==> src/rtl/divmod_sequencer.sv <==
// divmod_sequencer: shared restoring divide/modulo unit arbitrated round-robin between two requesters.
// Latency: resp_valid rises WIDTH+1 edges after the accepting edge, independent of operands.
// Backpressure: one operation in flight; req_ready_* low outside IDLE, results held until resp_ready.
// Ports: clk/rst (sync, active-high); req_{valid,ready,a,b,signed}_{0,1} request side;
//        resp_{valid,ready,id,quot,rem,dbz,ovf} response side.
module divmod_sequencer #(
  parameter int WIDTH = 8
) (
  input  logic             clk,
  input  logic             rst,
  input  logic             req_valid_0,
  output logic             req_ready_0,
  input  logic [WIDTH-1:0] req_a_0,
  input  logic [WIDTH-1:0] req_b_0,
  input  logic             req_signed_0,
  input  logic             req_valid_1,
  output logic             req_ready_1,
  input  logic [WIDTH-1:0] req_a_1,
  input  logic [WIDTH-1:0] req_b_1,
  input  logic             req_signed_1,
  output logic             resp_valid,
  input  logic             resp_ready,
  output logic             resp_id,
  output logic [WIDTH-1:0] resp_quot,
  output logic [WIDTH-1:0] resp_rem,
  output logic             resp_dbz,
  output logic             resp_ovf
);

  localparam int CW = $clog2(WIDTH) + 1;

  typedef enum logic [1:0] {IDLE, ITER, FIX, DONE} state_t;

  state_t           state_q, state_d;
  logic             last_grant_q, last_grant_d;
  logic [CW-1:0]    cnt_q, cnt_d;
  logic             id_q, id_d;
  logic             sgn_q, sgn_d;
  logic             sa_q, sa_d;
  logic             sb_q, sb_d;
  logic             op_dbz_q, op_dbz_d;
  logic             op_ovf_q, op_ovf_d;
  logic [WIDTH-1:0] dvd_q, dvd_d;   // dividend magnitude, shifted out MSB-first; quotient shifts in
  logic [WIDTH-1:0] dvs_q, dvs_d;   // divisor magnitude
  logic [WIDTH:0]   rem_q, rem_d;   // partial remainder, one bit wider than operands
  logic             resp_valid_q, resp_valid_d;
  logic             resp_id_q, resp_id_d;
  logic [WIDTH-1:0] resp_quot_q, resp_quot_d;
  logic [WIDTH-1:0] resp_rem_q, resp_rem_d;
  logic             resp_dbz_q, resp_dbz_d;
  logic             resp_ovf_q, resp_ovf_d;

  // Arbitration and operand selection
  logic             grant;
  logic             any_req;
  logic [WIDTH-1:0] sel_a, sel_b;
  logic             sel_sgn, sel_sa, sel_sb;

  // Restoring step
  logic [WIDTH:0]   rem_shift;
  logic [WIDTH+1:0] trial;

  // Sign correction
  logic [WIDTH-1:0] quot_fix, rem_fix;

  always_comb begin
    any_req = req_valid_0 | req_valid_1;
    // Tie goes to whichever requester was not served last.
    grant   = (req_valid_0 && req_valid_1) ? ~last_grant_q : req_valid_1;
    sel_a   = grant ? req_a_1 : req_a_0;
    sel_b   = grant ? req_b_1 : req_b_0;
    sel_sgn = grant ? req_signed_1 : req_signed_0;
    sel_sa  = sel_sgn & sel_a[WIDTH-1];
    sel_sb  = sel_sgn & sel_b[WIDTH-1];
    req_ready_0 = (state_q == IDLE) && req_valid_0 && !grant;
    req_ready_1 = (state_q == IDLE) && req_valid_1 && grant;

    rem_shift = {rem_q[WIDTH-1:0], dvd_q[WIDTH-1]};
    trial     = {1'b0, rem_shift} - {2'b00, dvs_q};

    quot_fix  = (sgn_q && (sa_q ^ sb_q)) ? ('0 - dvd_q) : dvd_q;
    rem_fix   = (sgn_q && sa_q) ? ('0 - rem_q[WIDTH-1:0]) : rem_q[WIDTH-1:0];
  end

  always_comb begin
    state_d      = state_q;
    last_grant_d = last_grant_q;
    cnt_d        = cnt_q;
    id_d         = id_q;
    sgn_d        = sgn_q;
    sa_d         = sa_q;
    sb_d         = sb_q;
    op_dbz_d     = op_dbz_q;
    op_ovf_d     = op_ovf_q;
    dvd_d        = dvd_q;
    dvs_d        = dvs_q;
    rem_d        = rem_q;
    resp_valid_d = resp_valid_q;
    resp_id_d    = resp_id_q;
    resp_quot_d  = resp_quot_q;
    resp_rem_d   = resp_rem_q;
    resp_dbz_d   = resp_dbz_q;
    resp_ovf_d   = resp_ovf_q;

    unique case (state_q)
      IDLE: begin
        if (any_req) begin
          id_d         = grant;
          last_grant_d = grant;
          sgn_d        = sel_sgn;
          sa_d         = sel_sa;
          sb_d         = sel_sb;
          // Negating the most-negative value wraps to itself, which is the
          // correct unsigned magnitude 2^(WIDTH-1).
          dvd_d        = sel_sa ? ('0 - sel_a) : sel_a;
          dvs_d        = sel_sb ? ('0 - sel_b) : sel_b;
          op_dbz_d     = (sel_b == '0);
          op_ovf_d     = sel_sgn && (sel_a == {1'b1, {(WIDTH-1){1'b0}}}) && (sel_b == '1);
          rem_d        = '0;
          cnt_d        = '0;
          state_d      = ITER;
        end
      end
      ITER: begin
        if (!trial[WIDTH+1]) begin
          rem_d = trial[WIDTH:0];
          dvd_d = {dvd_q[WIDTH-2:0], 1'b1};
        end else begin
          rem_d = rem_shift;
          dvd_d = {dvd_q[WIDTH-2:0], 1'b0};
        end
        cnt_d = cnt_q + 1'b1;
        if (cnt_q == CW'(WIDTH - 1)) begin
          state_d = FIX;
        end
      end
      FIX: begin
        // With a zero divisor every trial subtract succeeds, so the remainder
        // is already the dividend magnitude; only the quotient needs forcing.
        resp_quot_d  = op_dbz_q ? '1 : quot_fix;
        resp_rem_d   = rem_fix;
        resp_id_d    = id_q;
        resp_dbz_d   = op_dbz_q;
        resp_ovf_d   = op_ovf_q;
        resp_valid_d = 1'b1;
        state_d      = DONE;
      end
      DONE: begin
        if (resp_ready) begin
          resp_valid_d = 1'b0;
          state_d      = IDLE;
        end
      end
      default: state_d = IDLE;
    endcase
  end

  always_ff @(posedge clk) begin
    if (rst) begin
      state_q      <= IDLE;
      last_grant_q <= 1'b1;
      cnt_q        <= '0;
      id_q         <= 1'b0;
      sgn_q        <= 1'b0;
      sa_q         <= 1'b0;
      sb_q         <= 1'b0;
      op_dbz_q     <= 1'b0;
      op_ovf_q     <= 1'b0;
      dvd_q        <= '0;
      dvs_q        <= '0;
      rem_q        <= '0;
      resp_valid_q <= 1'b0;
      resp_id_q    <= 1'b0;
      resp_quot_q  <= '0;
      resp_rem_q   <= '0;
      resp_dbz_q   <= 1'b0;
      resp_ovf_q   <= 1'b0;
    end else begin
      state_q      <= state_d;
      last_grant_q <= last_grant_d;
      cnt_q        <= cnt_d;
      id_q         <= id_d;
      sgn_q        <= sgn_d;
      sa_q         <= sa_d;
      sb_q         <= sb_d;
      op_dbz_q     <= op_dbz_d;
      op_ovf_q     <= op_ovf_d;
      dvd_q        <= dvd_d;
      dvs_q        <= dvs_d;
      rem_q        <= rem_d;
      resp_valid_q <= resp_valid_d;
      resp_id_q    <= resp_id_d;
      resp_quot_q  <= resp_quot_d;
      resp_rem_q   <= resp_rem_d;
      resp_dbz_q   <= resp_dbz_d;
      resp_ovf_q   <= resp_ovf_d;
    end
  end

  assign resp_valid = resp_valid_q;
  assign resp_id    = resp_id_q;
  assign resp_quot  = resp_quot_q;
  assign resp_rem   = resp_rem_q;
  assign resp_dbz   = resp_dbz_q;
  assign resp_ovf   = resp_ovf_q;

endmodule

==> config.mk <==
export PLATFORM = sky130hd
export DESIGN_NAME = divmod_sequencer
export DESIGN_NICKNAME = d
export VERILOG_FILES = /design/src/rtl/divmod_sequencer.sv
export SDC_FILE = /design/constraint.sdc
export NUM_CORES = 1
export LEC_CHECK = 0
export ABC_AREA = 1
export CORE_ASPECT_RATIO = 0.7
export CORE_MARGIN = 1
export CORE_UTILIZATION = 30
export CTS_CLUSTER_SIZE = 24
export DETAILED_ROUTE_END_ITERATION = 8
export PLACE_DENSITY_LB_ADDON = 0.12
export RECOVER_POWER = 25
export SYNTH_ARGS = -nofsm -noshare
export SYNTH_HDL_FRONTEND = slang
export SYNTH_SLANG_ARGS = --single-unit
==> constraint.sdc <==
create_clock -name clk -period 3.6 [get_ports clk]
set_input_delay 1.08 -clock clk [delete_from_list [all_inputs] [get_ports clk]]
set_output_delay 1.08 -clock clk [all_outputs]
set_load 0.05 [all_outputs]
==> key figures <==
Detailed routing
  • DR iter-0 viols: ~170
  • Initial DRT Pass Iterations: 5
  • Number of remaining DRC errors: 0
  • Drt total wl: between 9000 and 10000 um
  • Routed via count: approximately 3700
  • DR WL/cell: about 13 um
  • Vias per cell: about 4.7
  • DRT antenna net count: 0

Finish
  • Diode count: 0
  • Layout Utilization: about two fifths
  • Share of post-route cells with drive strength above 1: under 10%
  • Commonest non-fill, non-tap cells in the layout: nand2_1 (109), inv_1 (85), dfxtp_1 (57), clkdlybuf4s50_1 (57), a21oi_1 (52)
  • Final #Nets: 670
  • Fin area: about 4800 um^2
  • Area Growth Syn to Fin: 29.6%
  • Most common cell after layout, fill and taps aside: nand2_1

Place
  • Placed cell area: between 4000 and 5000 um^2
  • Final HPWL DP: about 7400 um
  • GP Congestion: approximately 0.84
  • Pre-CTS WS: approximately 0.27 ns
  • Port buffer count: 60

Timing
  • Setup_tns: 0 ns
  • Relative slew slack: between 10% and 20%
  • Final min period: about 3.3 ns
  • Slew Limit Fails: 0
  • Clock Skew: approximately 0.006 ns
  • Fmax: around 300 MHz
  • Slew @ Worst Pin: between 1 and 1.5 ns
  • Hold Fails Final Rpt: 0
  • RSZ-0062 raised after global routing: no
  • Final setup viols: 0
  • Min setup slack post-route: 0.283 ns
  • Crit share post-route: between 90 and 100%

Synth
  • Synth Instances: 550
  • Adder and majority gate portion of the synthesized area: around 7%
  • Part of the Yosys area used for sequential elements: between 30% and 40%
  • Main combinational cell family by area after synthesis: simple AND/OR/NAND/NOR gates
  • Synth Net Count: 609
  • Mux contribution to synthesized area: less than 1%
  • Simple-Gate Fraction of Synth Area: between 20% and 30%
  • Syn_area_per_cell: ~6.7 um^2
  • Netlist cell types: a little over 40
  • Compound-gate portion of the synthesized area: 20.6%
  • Mapped cell area: approximately 3700 um^2
  • Post-Synth XOR/XNOR Area: 2.13%
  • Yosys warning count: 0
  • Flop and latch count out of synthesis: 57

Floorplan
  • Die Y: about 95 um
  • Num rows: 33
  • DIE AREA: approximately 13000 um^2
  • Core ar.: between 10000 and 15000 um^2
  • Initial core utilization: about 31%
  • Die Wd: around 130 um
  • Num ports: between 60 and 70

Global route
  • First-pass GRT wire length: 16800 um
  • GRT overflow: 0
  • Largest net degree at the start of global routing: 35
  • Initial antenna violation count: 0
  • Vias in the first global route: 3581
  • Total track usage: approximately 17%

Status
  • Status: completed

Clock tree
  • # Post-CTS Setup Buffers: 0
  • Bufs on Longest Clock Path: 2
  • Clk Tree Root Cell: clkbuf_16
  • Reg clk slew, reported paths: 0.05 ns
  • H-tree Lvls: 3
  • Hold Buf Count CTS: 0
  • Skew-Pair Late Insertion Delay: 0.33 ns
  • CTS Buf Count: 9
  • Clock Sinks: 57
  • TritonCTS clock tree: built
  • Post-CTS Resized: 0

Worst setup path
  • Flop2flop setup slack: slightly above 0.9 ns
  • Critical path fanouts, max: 9
  • Worst setup SP type: input port
  • Worst setup EP type: output pin
  • Crit Path Class: in2out
  • Crit path required time: 2.52 ns
  • Crit path DAT: roughly 2.2 ns

Power and ir drop
  • Pleak: 2.15 nW
  • Worst VDD drop: between 300 and 400 uV
  • PwrDens: slightly below 900 nW/um^2
  • Total Power: between 4 and 5 mW

Run
  • Max Cap Violations: 0

Hold path
  • Worst hold path class: reg2reg
[cells by family after synthesis]
kind of cell / Yosys count
and+or+nand+nor: 221
xor gates and xnor gates: 9
muxes: 1
DFF: 57
AOI/OAI and AO/OA: 131
adders and majority gates: 20
buffers and inverters: 111
[metal layers]
metal / track usage [%] / part of all wire, % / up-vias
li1: - / - / 1928
met1: 22.0 / 52 / 1669
met2: 27.1 / 44 / 53
met3: 4.46 / 3.2 / 8
met4: 4.49 / 0.78 / 0
met5: 0 / 0 / -
[state kept, by name, indices dropped and copies added, names as in the netlist, 2 cells and up]
signal	count
rem_q	8
dvd_q	8
cnt_q	4
resp_rem	8
dvs_q	8
resp_quot	8
state_q	2
[critical path, cell delays in order]
cell	delay, ns
clkdlybuf4s50_1	0.57
nand2_4	0.11
nand2_2	0.08
nand2_1	0.05
nor2_1	0.17
buf_12	0.16
[power breakdown]
| part | leakage (nW) | internal, mW | switching [mW] |
|---|---|---|---|
| combinational | 1.52 | 0.809 | 1.50 |
| sequential | 0.468 | 0.853 | 0.181 |
| clock | 0.162 | 0.630 | 0.286 |
| total | 2.15 | 2.29 | 1.96 |
[cell type report]
class                   instances  area [um^2]
clock buffers                  15          298
clock inverters                 1         30.0
fillers                      1248         7060
inverters                      93          349
multi-input cells             382         2110
flip-flops and latches         57         1140
well taps                     157          196
repair buffers                 68          674
[Yosys cell counts, drive strengths merged]
library cell,number,share of area (%)
dfxtp,57,31
nor2,42,5.0
o21bai,2,0.41
o31ai,1,0.20
xor2,6,1.4
clkbuf,8,0.81
nand2,118,13
or2,3,0.51
nor3b,1,0.20
nand3,39,5.3
a31oi,6,1.0
a21oi,53,7.3
a21o,1,0.20
o211ai,14,2.8
fa,1,0.54
nand3b,2,0.41
nand4,6,1.0
nor3,10,1.4
o221ai,5,1.2
inv,91,9.2
ha,19,6.4
o21ai,47,7.1
a211oi,1,0.20
clkinv,2,0.20
a22oi,1,0.20
buf,10,2.0
xnor2,3,0.71
mux2i,1,0.37
[worst paths after layout]
kind	startpoint	end	cells past startpoint
max	req_valid_0	req_ready_0	6
min	resp_dbz	resp_dbz	2
min reg2reg	resp_dbz	resp_dbz	2
max reg2reg	state_q[1]	rem_q[7]	8
[stage by stage]
step | hold slack (ns) | std cells
after floorplan | 0.441 | 550
after global placement | 0.473 | 757
after detailed placement | 0.474 | 757
after CTS | 0.485 | 773
after global routing | 0.500 | 773
final | 0.482 | 773
No activity file was read; power rests on OpenSTA's default activity.
